$ cat src/rtl/pid_avalon_master.sv
// Avalon-MM master sequencing one PID controller slave: optional gain load
// (addr 1/2/3), setpoint/process-value writes (addr 4/5), a settle wait and
// a result read (addr 0). Bus outputs are registered and derived from the
// next state so they line up with the state register.
module pid_avalon_master #(
  parameter int unsigned SETTLE_CYCLES  = 2,
  parameter int unsigned TIMEOUT_CYCLES = 1024
) (
  input  logic               clock,
  input  logic               reset_n,
  input  logic               start,
  input  logic signed [31:0] sp_in,
  input  logic signed [31:0] pv_in,
  input  logic               gain_load,
  input  logic signed [31:0] kp_in,
  input  logic signed [31:0] kd_in,
  input  logic signed [31:0] ki_in,
  output logic               busy,
  output logic signed [31:0] result_out,
  output logic               result_valid,
  output logic               timeout_err,
  output logic [3:0]         avm_address,
  output logic               avm_write,
  output logic [31:0]        avm_writedata,
  output logic               avm_read,
  input  logic [31:0]        avm_readdata,
  input  logic               avm_waitrequest
);

  typedef enum logic [3:0] {
    IDLE   = 4'd0,
    WR_KP  = 4'd1,
    WR_KD  = 4'd2,
    WR_KI  = 4'd3,
    WR_SP  = 4'd4,
    WR_PV  = 4'd5,
    SETTLE = 4'd6,
    RD_RES = 4'd7,
    DONE   = 4'd8
  } state_t;

  state_t      state_r, next_state_s;
  logic [31:0] sp_r, pv_r, kp_r, kd_r, ki_r;
  logic [31:0] sp_nx_s, pv_nx_s, kp_nx_s, kd_nx_s, ki_nx_s;
  logic        chain_r, chain_nx_s;
  logic        pending_r, pending_nx_s;
  logic [7:0]  settle_cnt_r;
  logic [15:0] stall_cnt_r;
  logic [3:0]  addr_nx_s;
  logic        write_nx_s, read_nx_s;
  logic [31:0] wdata_nx_s;

  logic strobe_s, done_acc_s, stalled_s, timeout_s, settle_end_s;
  logic in_gain_s, in_ctrl_s, accept_start_s, accept_gain_s, idle_accept_s;

  assign strobe_s       = avm_write | avm_read;
  assign done_acc_s     = strobe_s & ~avm_waitrequest;
  assign stalled_s      = strobe_s & avm_waitrequest;
  // abort on the edge that closes the TIMEOUT_CYCLES-th stalled cycle
  assign timeout_s      = stalled_s && (stall_cnt_r == 16'(TIMEOUT_CYCLES - 1));
  assign settle_end_s   = (settle_cnt_r == 8'(SETTLE_CYCLES - 1));
  assign in_gain_s      = (state_r == WR_KP) || (state_r == WR_KD) || (state_r == WR_KI);
  assign in_ctrl_s      = state_r inside {WR_SP, WR_PV, SETTLE, RD_RES, DONE};
  // start is taken in IDLE, or during gain writes to chain a control cycle
  assign accept_start_s = start && ((state_r == IDLE) || (in_gain_s && !chain_r));
  assign accept_gain_s  = gain_load && ((state_r == IDLE) || in_ctrl_s);
  assign idle_accept_s  = (state_r == IDLE) && (start || gain_load);

  // Next values of the sampled operands and of the chain/pending flags
  always_comb begin
    sp_nx_s      = sp_r;
    pv_nx_s      = pv_r;
    kp_nx_s      = kp_r;
    kd_nx_s      = kd_r;
    ki_nx_s      = ki_r;
    chain_nx_s   = 1'b0;
    pending_nx_s = 1'b0;
    if (accept_start_s) begin
      sp_nx_s = sp_in;
      pv_nx_s = pv_in;
    end else begin
      sp_nx_s = sp_r;
      pv_nx_s = pv_r;
    end
    if (accept_gain_s) begin
      kp_nx_s = kp_in;
      kd_nx_s = kd_in;
      ki_nx_s = ki_in;
    end else begin
      kp_nx_s = kp_r;
      kd_nx_s = kd_r;
      ki_nx_s = ki_r;
    end
    case (state_r)
      IDLE: begin
        chain_nx_s   = start && gain_load;
        pending_nx_s = 1'b0;
      end
      WR_KP, WR_KD, WR_KI: begin
        chain_nx_s   = (chain_r || start) && !timeout_s;
        pending_nx_s = 1'b0;
      end
      WR_SP, WR_PV, SETTLE, RD_RES: begin
        chain_nx_s   = 1'b0;
        pending_nx_s = (pending_r || gain_load) && !timeout_s;
      end
      default: begin
        chain_nx_s   = 1'b0;
        pending_nx_s = 1'b0;
      end
    endcase
  end

  // State register
  always_ff @(posedge clock or negedge reset_n) begin
    if (!reset_n) begin
      state_r <= IDLE;
    end else begin
      state_r <= next_state_s;
    end
  end

  // Next-state logic: advance on access completion, bail out on timeout
  always_comb begin
    next_state_s = state_r;
    case (state_r)
      IDLE: begin
        if (gain_load)  next_state_s = WR_KP;
        else if (start) next_state_s = WR_SP;
        else            next_state_s = IDLE;
      end
      WR_KP: begin
        if (timeout_s)       next_state_s = IDLE;
        else if (done_acc_s) next_state_s = WR_KD;
        else                 next_state_s = WR_KP;
      end
      WR_KD: begin
        if (timeout_s)       next_state_s = IDLE;
        else if (done_acc_s) next_state_s = WR_KI;
        else                 next_state_s = WR_KD;
      end
      WR_KI: begin
        if (timeout_s)       next_state_s = IDLE;
        else if (done_acc_s) next_state_s = chain_nx_s ? WR_SP : IDLE;
        else                 next_state_s = WR_KI;
      end
      WR_SP: begin
        if (timeout_s)       next_state_s = IDLE;
        else if (done_acc_s) next_state_s = WR_PV;
        else                 next_state_s = WR_SP;
      end
      WR_PV: begin
        if (timeout_s)       next_state_s = IDLE;
        else if (done_acc_s) next_state_s = SETTLE;
        else                 next_state_s = WR_PV;
      end
      SETTLE: begin
        if (settle_end_s) next_state_s = RD_RES;
        else              next_state_s = SETTLE;
      end
      RD_RES: begin
        if (timeout_s)       next_state_s = IDLE;
        else if (done_acc_s) next_state_s = DONE;
        else                 next_state_s = RD_RES;
      end
      DONE: begin
        if (pending_r || gain_load) next_state_s = WR_KP;
        else                        next_state_s = IDLE;
      end
      default: next_state_s = IDLE;
    endcase
  end

  // Bus request for the state being entered, registered below
  always_comb begin
    addr_nx_s  = 4'd0;
    write_nx_s = 1'b0;
    read_nx_s  = 1'b0;
    wdata_nx_s = 32'd0;
    case (next_state_s)
      WR_KP:  begin addr_nx_s = 4'd1; write_nx_s = 1'b1; wdata_nx_s = kp_nx_s; end
      WR_KD:  begin addr_nx_s = 4'd2; write_nx_s = 1'b1; wdata_nx_s = kd_nx_s; end
      WR_KI:  begin addr_nx_s = 4'd3; write_nx_s = 1'b1; wdata_nx_s = ki_nx_s; end
      WR_SP:  begin addr_nx_s = 4'd4; write_nx_s = 1'b1; wdata_nx_s = sp_nx_s; end
      WR_PV:  begin addr_nx_s = 4'd5; write_nx_s = 1'b1; wdata_nx_s = pv_nx_s; end
      RD_RES: begin addr_nx_s = 4'd0; read_nx_s  = 1'b1; end
      default: begin
        addr_nx_s  = 4'd0;
        write_nx_s = 1'b0;
        read_nx_s  = 1'b0;
        wdata_nx_s = 32'd0;
      end
    endcase
  end

  // Operand, counter, bus and status registers
  always_ff @(posedge clock or negedge reset_n) begin
    if (!reset_n) begin
      sp_r          <= 32'd0;
      pv_r          <= 32'd0;
      kp_r          <= 32'd0;
      kd_r          <= 32'd0;
      ki_r          <= 32'd0;
      chain_r       <= 1'b0;
      pending_r     <= 1'b0;
      settle_cnt_r  <= 8'd0;
      stall_cnt_r   <= 16'd0;
      avm_address   <= 4'd0;
      avm_write     <= 1'b0;
      avm_read      <= 1'b0;
      avm_writedata <= 32'd0;
      busy          <= 1'b0;
      result_out    <= 32'sd0;
      result_valid  <= 1'b0;
      timeout_err   <= 1'b0;
    end else begin
      sp_r          <= sp_nx_s;
      pv_r          <= pv_nx_s;
      kp_r          <= kp_nx_s;
      kd_r          <= kd_nx_s;
      ki_r          <= ki_nx_s;
      chain_r       <= chain_nx_s;
      pending_r     <= pending_nx_s;
      settle_cnt_r  <= ((state_r == SETTLE) && !settle_end_s) ? settle_cnt_r + 8'd1 : 8'd0;
      stall_cnt_r   <= (stalled_s && !timeout_s) ? stall_cnt_r + 16'd1 : 16'd0;
      avm_address   <= addr_nx_s;
      avm_write     <= write_nx_s;
      avm_read      <= read_nx_s;
      avm_writedata <= wdata_nx_s;
      busy          <= (next_state_s != IDLE);
      result_valid  <= (state_r == RD_RES) && done_acc_s;
      if ((state_r == RD_RES) && done_acc_s) result_out <= avm_readdata;
      if (timeout_s)          timeout_err <= 1'b1;
      else if (idle_accept_s) timeout_err <= 1'b0;
    end
  end

endmodule
$ cat config.mk
export PLATFORM = sky130hd
export DESIGN_NAME = pid_avalon_master
export DESIGN_NICKNAME = d
export VERILOG_FILES = /design/src/rtl/pid_avalon_master.sv
export SDC_FILE = /design/constraint.sdc
export NUM_CORES = 1
export LEC_CHECK = 0
export ABC_AREA = 1
export CORE_UTILIZATION = 54
export CTS_CLUSTER_DIAMETER = 200
export DETAILED_ROUTE_END_ITERATION = 7
export GPL_ROUTABILITY_DRIVEN = 1
export GPL_TIMING_DRIVEN = 0
export MAX_ROUTING_LAYER = met4
export PLACE_DENSITY = 0.94
export SLEW_MARGIN = 20
export SYNTH_ARGS = -nofsm -noshare
export SYNTH_HDL_FRONTEND = slang
export SYNTH_SLANG_ARGS = --single-unit
$ cat constraint.sdc
create_clock -name clock -period 4.35 [get_ports clock]
set_input_delay 0.435 -clock clock [delete_from_list [all_inputs] [get_ports clock]]
set_output_delay 0.435 -clock clock [all_outputs]
set_load 0.05 [all_outputs]
==> summary.txt, run 1 <==
Synthesis
  • Synth warn: 0
  • Synth area leader: dfrtp_1
  • Synth unique cells: 38
  • Top_reg_cell synth: dfrtp_1
  • Most frequent cell after synthesis: dfrtp_1
  • EDFF count, synth: 0
  • Top cell type's share of synthesized area: a little under three fifths
  • Synth async-reset ratio: between 90% and 100%
  • Top post-synthesis cells by area: dfrtp_1, mux2_2, nand2_1, nand3_1, inv_1
  • Synth cell count leaders: dfrtp_1, nand2_1, mux2_2, inv_1, nand3_1
  • Mapped Area: 11500 µm²
  • Seq/Total Area, Yosys: a little under three fifths
  • Post-Syn Instances: about 1100
  • Mean Syn Cell Area: approximately 10 µm²
  • Net Count, Synth: between 1000 and 1500
  • Yosys reg bits: around 260

Routing
  • Top Metal Used: met4
  • Met3 routed WL: 2010 µm
  • Number of nets with antenna violations after routing: 0
  • Pre-Repair DR Iteration Count: 5
  • Routed WL: around 34000 µm
  • Detailed route wirelength on metal2: approximately 17000 µm
  • DRT met1 WL: around 13000 µm
  • Vias/cell: 5.41
  • Routed length per instance: ~19 µm
  • Vias: ~9400
  • 1st-iter DRT viols: ~600
  • DRC viols: 0

Clocking
  • CTS sink count: 262
  • Clock root buffer: clkbuf_16
  • TritonCTS buffer count: 28
  • Worst-path clk slew: 60 ps
  • Post-cts resize count: 0
  • Clk_lat worst skew: 560 ps
  • CTS tree: built
  • H-tree depth: 1
  • Longest Clk Path Bufs: 3

Global routing
  • Gr ovfl total: 0
  • Largest net degree at the start of global routing: 98
  • GRT Util Overall: between 30% and 40%
  • Vias in the first global route: around 9900
  • Initial antenna violation count: 4
  • First-pass GRT wire length: 52500 µm

Setup path
  • Worst Setup Start Kind: register
  • Type of destination of the critical path: register
  • Critical path origin: stall_cnt_r[0]
  • Required @ worst endpoint: about 4800 ps
  • Worst r2r src: stall_cnt_r[0]
  • Critical path type: reg2reg
  • Critical Path AT: a little under 3000 ps
  • CP Max Fanout: 10

Floorplanning
  • Total die area: around 22000 µm²
  • Rows: 53
  • I/O pin count: between 200 and 300
  • Core Region: approximately 21000 µm²
  • DIE WIDTH: around 150 µm
  • Starting Density: about 55%
  • Die span in y: between 100 and 150 µm

Timing
  • RSZ-0062 raised after global routing: no
  • Setup ws final: about 1900 ps
  • Period Utilization, post-route: 57.4%
  • Skew final: ~29 ps
  • Relative slew slack: around three fifths
  • Min Tclk post-route: roughly 2500 ps
  • Hold Vio Cnt, Final: 0
  • Hold slack: around 420 ps
  • Pins Over Slew Limit: 0
  • Final Setup Violations: 0
  • Worst-Margin Slew: about 580 ps
  • F_max: between 0.4 and 0.5 GHz

Pwr
  • P_leak: 7.32 nW
  • Sw Pwr: about 5.3 mW
  • Clk network pwr share: a little under a fifth
  • VDD IR max: ~400 µV
  • Flop pwr share: between 30% and 40%
  • Pint: around 7 mW
  • Switching share of total power: a little over two fifths
  • PD cells: around 800 nW/µm²
  • Logic pwr share: between 40 and 50%

Flow run
  • Max Cap Viol: 0

Cells and area
  • Synthesis-to-layout area growth: 34.7%
  • Non-filler instance count after layout: between 1500 and 2000
  • Share of post-route cells with drive strength above 1: ~21%
  • Final Net Count: 1634

Place
  • Placer Congestion: 0.889
  • Placement Setup Slack: around 1600 ps
  • Buffers on Ports: 268
  • DP Wirelength: approximately 24000 µm
  • Post-Place Cells: between 1500 and 2000

Status
  • Outcome: complete, no violations

Min path
  • Hold Crit Class: in2async
## routing by layer
layer,track usage [%],vias up
li1,-,4248
met5,-,-
met2,52.5,416
met3,4.63,111
met1,39.1,4607
met4,16.7,0
## critical path: stages, from the launching register on
cell     delay (ps)
dfrtp_1         370
ha_1            180
nand2_1          70
inv_2            80
nand2_4          80
nor2_8          150
nand3_1         130
nand2_1          80
nand2_1         100
nor2_4          150
nand3_2         150
nor2_4          280
buf_2           310
a21oi_1         140
nand3_1         140
## power groups by stage
stage / registers, mW / clock network [mW] / logic, mW
6_report: 3.91 / 2.33 / 6.07
5_1_grt: 4.00 / 2.45 / 6.47
4_1_cts: 3.90 / 2.34 / 6.02
3_5_place_dp: 3.93 / 0 / 5.93
3_3_place_gp: 3.88 / 0 / 5.72
2_1_floorplan: 4.82 / 0 / 3.05
## through the flow
| stage | power, mW | util, % | instance area, µm² | setup TNS, ps |
|---|---|---|---|---|
| after floorplan | 7.86 | - | 11500 | 0 |
| after global placement | 9.60 | 69.5 | 14600 | -2083580 |
| after detailed placement | 9.86 | 69.8 | 14600 | 0 |
| after CTS | 12.3 | 74.1 | 15500 | 0 |
| after global routing | 12.9 | 74.2 | 15500 | 0 |
| final | 12.3 | 74.2 | 15500 | 0 |
## logic make-up (layout without fill, tap and decap cells)
logic type      Yosys count  after routing  synth area share (%)
compound gates           83             83                  3.70
fa+ha+maj                 3              3                 0.325
xor+xnor                  1              1                0.0759
other cells               1              5                0.0325
simple gates            474            474                  19.8
mux                     128            128                  12.5
flops                   262            262                  56.8
buf+inv                 181            503                  6.71
## final cells by class
cell class	instances	area [µm²]
repair buffers	271	2750
diodes	4	10.0
multi-input cells	690	4210
flip-flops and latches	262	6560
well taps	275	344
clock buffers	37	785
fillers	1364	5410
inverters	131	493
clock inverters	14	115
plain buffers	50	282
## repair_timing
item,4_1_cts,5_1_grt
hold buffers,1,0
buffers inserted,0,0
endpoints found under the hold margin,68,0
## flip-flops by register name (all words and copies together) (netlist names)
signal         cells
pending_r          1
stall_cnt_r       16
avm_write          1
avm_read           1
state_r            4
chain_r            1
result_valid       1
avm_writedata     32
avm_address        3
result_out        32
settle_cnt_r       8
busy               1
kd_r              32
timeout_err        1
kp_r              32
pv_r              32
ki_r              32
sp_r              32
## placed cells by master (no fill, tap or decap), types with 2 or more instances in the layout
cell type        count
nor2_4               6
nand3_1             86
nand2_2              9
diode_2              4
clkinv_2            11
clkbuf_16           28
nor2_2               3
nor2_1              70
clkdlybuf4s50_1    267
clkbuf_1            13
and3_1               4
buf_16               2
clkinv_1             3
nand2_1            234
inv_2               35
nor3b_1              7
nand3_2             23
a21oi_1             43
o21bai_1             2
nand2_4              2
nor3_1              17
mux2_1               3
nand3_4              4
o21ai_1              2
buf_6                4
buf_1                2
dfrtp_1            262
nor2_8               2
mux2_2             125
buf_2               27
o21ai_0             34
ha_1                 3
nand4_1              4
inv_1               92
clkbuf_8             5
buf_4                8
## final timing paths
check                      depth (start not counted)                 to  slack [ps]
max                                               14  avm_writedata[24]        1850
min                                                2           kd_r[28]         420
max reg2reg                                       14  avm_writedata[24]        1850
min reg2reg                                        1     stall_cnt_r[0]         460
max in group asynchronous                          3      result_out[6]        3040
min in group clock                                 3      result_out[3]         440
Note: power is estimated with default switching activity, not from simulation.
==> inputs of run 2 (changes only) <==
CORE_UTILIZATION = 50   (was 54)
PLACE_DENSITY = 0.88   (was 0.94)
clock period = 2.4 ns   (was 4.35 ns; I/O delays follow)
==> run 2 against run 1 <==
  * Combinational power is 85% higher
  * Clock-buffer cell count is 4 higher
  * Clock skew is 13 ps lower
  * Setup slack worse by 1800 ps
  * Routed wire length is 1.8% lower
  * Critical path depth stayed put
  * Sequential share of layout area is 0.61 points lower
  * Critical path type unchanged
  * Die area is 7.9% higher
  * Register-to-register slack worse by 1800 ps
==> summary.txt, run 2 (synthesized netlist as in run 1, its figures left out) <==
Timing
  • Worst-Margin Slew: 598 ps (was 581 ps)
  • Min Tclk post-route: 2310 ps (was 2500 ps)
  • Skew final: 15.9 ps (was 29.1 ps)
  • F_max: 0.432 GHz (was 0.401 GHz)
  • Hold Vio Cnt, Final: 0 (unchanged)
  • Pins Over Slew Limit: 0 (unchanged)
  • Relative slew slack: 60.0% (was 61.1%)
  • Setup ws final: 87.2 ps (was 1850 ps)
  • Period Utilization, post-route: 96.4% (was 57.4%)
  • Final Setup Violations: 0 (unchanged)

Cells and area
  • Share of post-route cells with drive strength above 1: 22.1% (was 20.7%)
  • Synthesis-to-layout area growth: 36.7% (was 34.7%)
  • Final Net Count: 1639 (was 1634)
  • Non-filler instance count after layout: 1747 (was 1734)
  • Commonest non-fill, non-tap cell in the layout: clkdlybuf4s50_1 (unchanged)
  • Most frequent cells in the layout: clkdlybuf4s50_1, dfrtp_1, nand2_1 (unchanged)

Pwr
  • Flop pwr share: 31.3% (was 31.8%)
  • Sw Pwr: 9.53 mW (was 5.29 mW)
  • Pint: 13.1 mW (was 7.02 mW)
  • PD cells: 1430 nW/µm² (was 792 nW/µm²)
  • P_leak: 7.40 nW (was 7.32 nW)
  • VDD IR max: 864 µV (was 412 µV)
  • Switching share of total power: 42.1% (was 42.9%)
  • Logic pwr share: 49.3% (about the same)
  • Clk network pwr share: 19.4% (was 18.9%)
  • PnR Total Power: 22.6 mW (was 12.3 mW)

Global routing
  • Vias in the first global route: 9502 (was 9890)
  • GRT Util Overall: 28.8% (was 32.2%)
  • First-pass GRT wire length: 51200 µm (was 52500 µm)
  • Gr ovfl total: 0 (unchanged)
  • Largest net degree at the start of global routing: 98 (unchanged)
  • Initial antenna violation count: 2 (was 4)

Routing
  • Vias: 9208 (was 9382)
  • Routed length per instance: 18.9 µm (was 19.4 µm)
  • Routed WL: 33000 µm (was 33600 µm)
  • Pre-Repair DR Iteration Count: 8 (was 5)
  • DRC viols: 0 (unchanged)
  • Number of nets with antenna violations after routing: 0 (unchanged)
  • 1st-iter DRT viols: 580 (was 597)
  • Vias/cell: 5.27 (was 5.41)

Place
  • Placer Congestion: 0.913 (was 0.889)
  • DP Wirelength: 24100 µm (was 24300 µm)
  • Placement Setup Slack: -273 ps (was 1620 ps)
  • Buffers on Ports: 268 (unchanged)
  • Post-Place Cells: 1689 (was 1678)

Clocking
  • Longest Clk Path Bufs: 3 (unchanged)
  • TritonCTS buffer count: 28 (unchanged)
  • Clk_lat worst skew: 540 ps (was 560 ps)
  • CTS tree: built (unchanged)
  • H-tree depth: 1 (unchanged)
  • Worst-path clk slew: 60 ps (about the same)
  • Clock root buffer: clkbuf_16 (unchanged)
  • CTS sink count: 262 (unchanged)

Floorplanning
  • I/O pin count: 270 (unchanged)
  • Rows: 55 (was 53)
  • DIE WIDTH: 154 µm (was 148 µm)
  • Total die area: 23700 µm² (was 22000 µm²)
  • Core Region: 22600 µm² (was 21000 µm²)
  • Die span in y: 154 µm (was 148 µm)
  • Starting Density: 51.0% (was 55.1%)

Min path
  • Hold Crit Class: in2async (unchanged)

Setup path
  • Critical path type: reg2reg (unchanged)
  • Worst Setup Start Kind: register (unchanged)
  • CP Max Fanout: 10 (unchanged)
  • Required @ worst endpoint: 2860 ps (was 4800 ps)
  • Type of destination of the critical path: register (unchanged)
  • Critical Path AT: 2770 ps (was 2950 ps)
  • R2R cell count: 14 (unchanged)

Status
  • Outcome: complete, no violations (unchanged)

Flow run
  • Max Cap Viol: 0 (unchanged)
-- run 2: changes by cell type in the layout (fill, tap and decap cells not counted), sizes merged --
cell / before / now
buf: 44 / 47
bufinv: 1 / 2
clkbuf: 46 / 52
clkinv: 15 / 12
clkinvlp: 1 / 0
diode: 4 / 2
inv: 128 / 127
-- run 2: worst paths after layout --
path,endpoint,start,slack (ps)
min reg2reg,stall_cnt_r[0],stall_cnt_r[0],470
min in group clock,result_out[30],avm_readdata[30],240
max,avm_writedata[21],stall_cnt_r[0],90
max in group asynchronous,pv_r[27],reset_n,1200
min,stall_cnt_r[1],reset_n,110
max reg2reg,avm_writedata[21],stall_cnt_r[0],90
-- run 2: metrics by stage --
stage	utilization [%]	TNS [ps]	hold WS [ps]	instance area [µm²]
finish	69.7	0	106	15800
global route	69.7	-181	101	15800
CTS	69.1	0	91.2	15700
detailed placement	64.8	-1860	63.9	14700
global placement	64.4	-2561960	445	14600
floorplan	-	0	-55.6	11500
-- run 2: cell type report --
| class | count | area [µm²] |
|---|---|---|
| antenna | 2 | 5.00 |
| timing repair buffer | 276 | 2810 |
| sequential | 262 | 6560 |
| clock buffer | 41 | 841 |
| tap | 285 | 357 |
| clock inverter | 10 | 100 |
| buffer | 50 | 317 |
| inverter | 131 | 493 |
| multi-input combinational | 690 | 4290 |
| fill | 1616 | 6870 |
-- run 2: per-layer routing --
metal  track usage [%]  vias up  share of wire, %
met4              13.3        0               4.7
met3              3.58       96               5.8
met1              36.4     4490                40
met5                 -        -                 0
met2              46.6      380                49
li1                  -     4242                 -
-- run 2: what timing repair did --
item                       4_1_cts  5_1_grt
hold endpoints to repair       102        0
pin swaps                        1        5
resized for setup                9       30
hold buffers                     1        0
setup buffers                    1        3
setup endpoints to repair        9       32
-- run 2: power groups by stage --
stage / Clock [mW] / Combinational [mW] / Sequential, mW
floorplan: 0 / 5.52 / 8.73
global placement: 0 / 10.4 / 7.04
detailed placement: 0 / 10.7 / 7.11
CTS: 4.44 / 10.9 / 7.07
global route: 4.61 / 11.9 / 7.23
finish: 4.38 / 11.2 / 7.08
-- run 2: critical path, stage by stage (launching register included) --
cell and delay (ps):
dfrtp_1 370, ha_2 190, nand2_1 60, inv_2 70
nand2_4 70, nor2_8 130, nand3_4 170, nand2_2 110
nor2_2 50, nor2_4 180, nand3_4 130, nor2_4 240
buf_4 240, a21oi_2 100, nand3_1 120
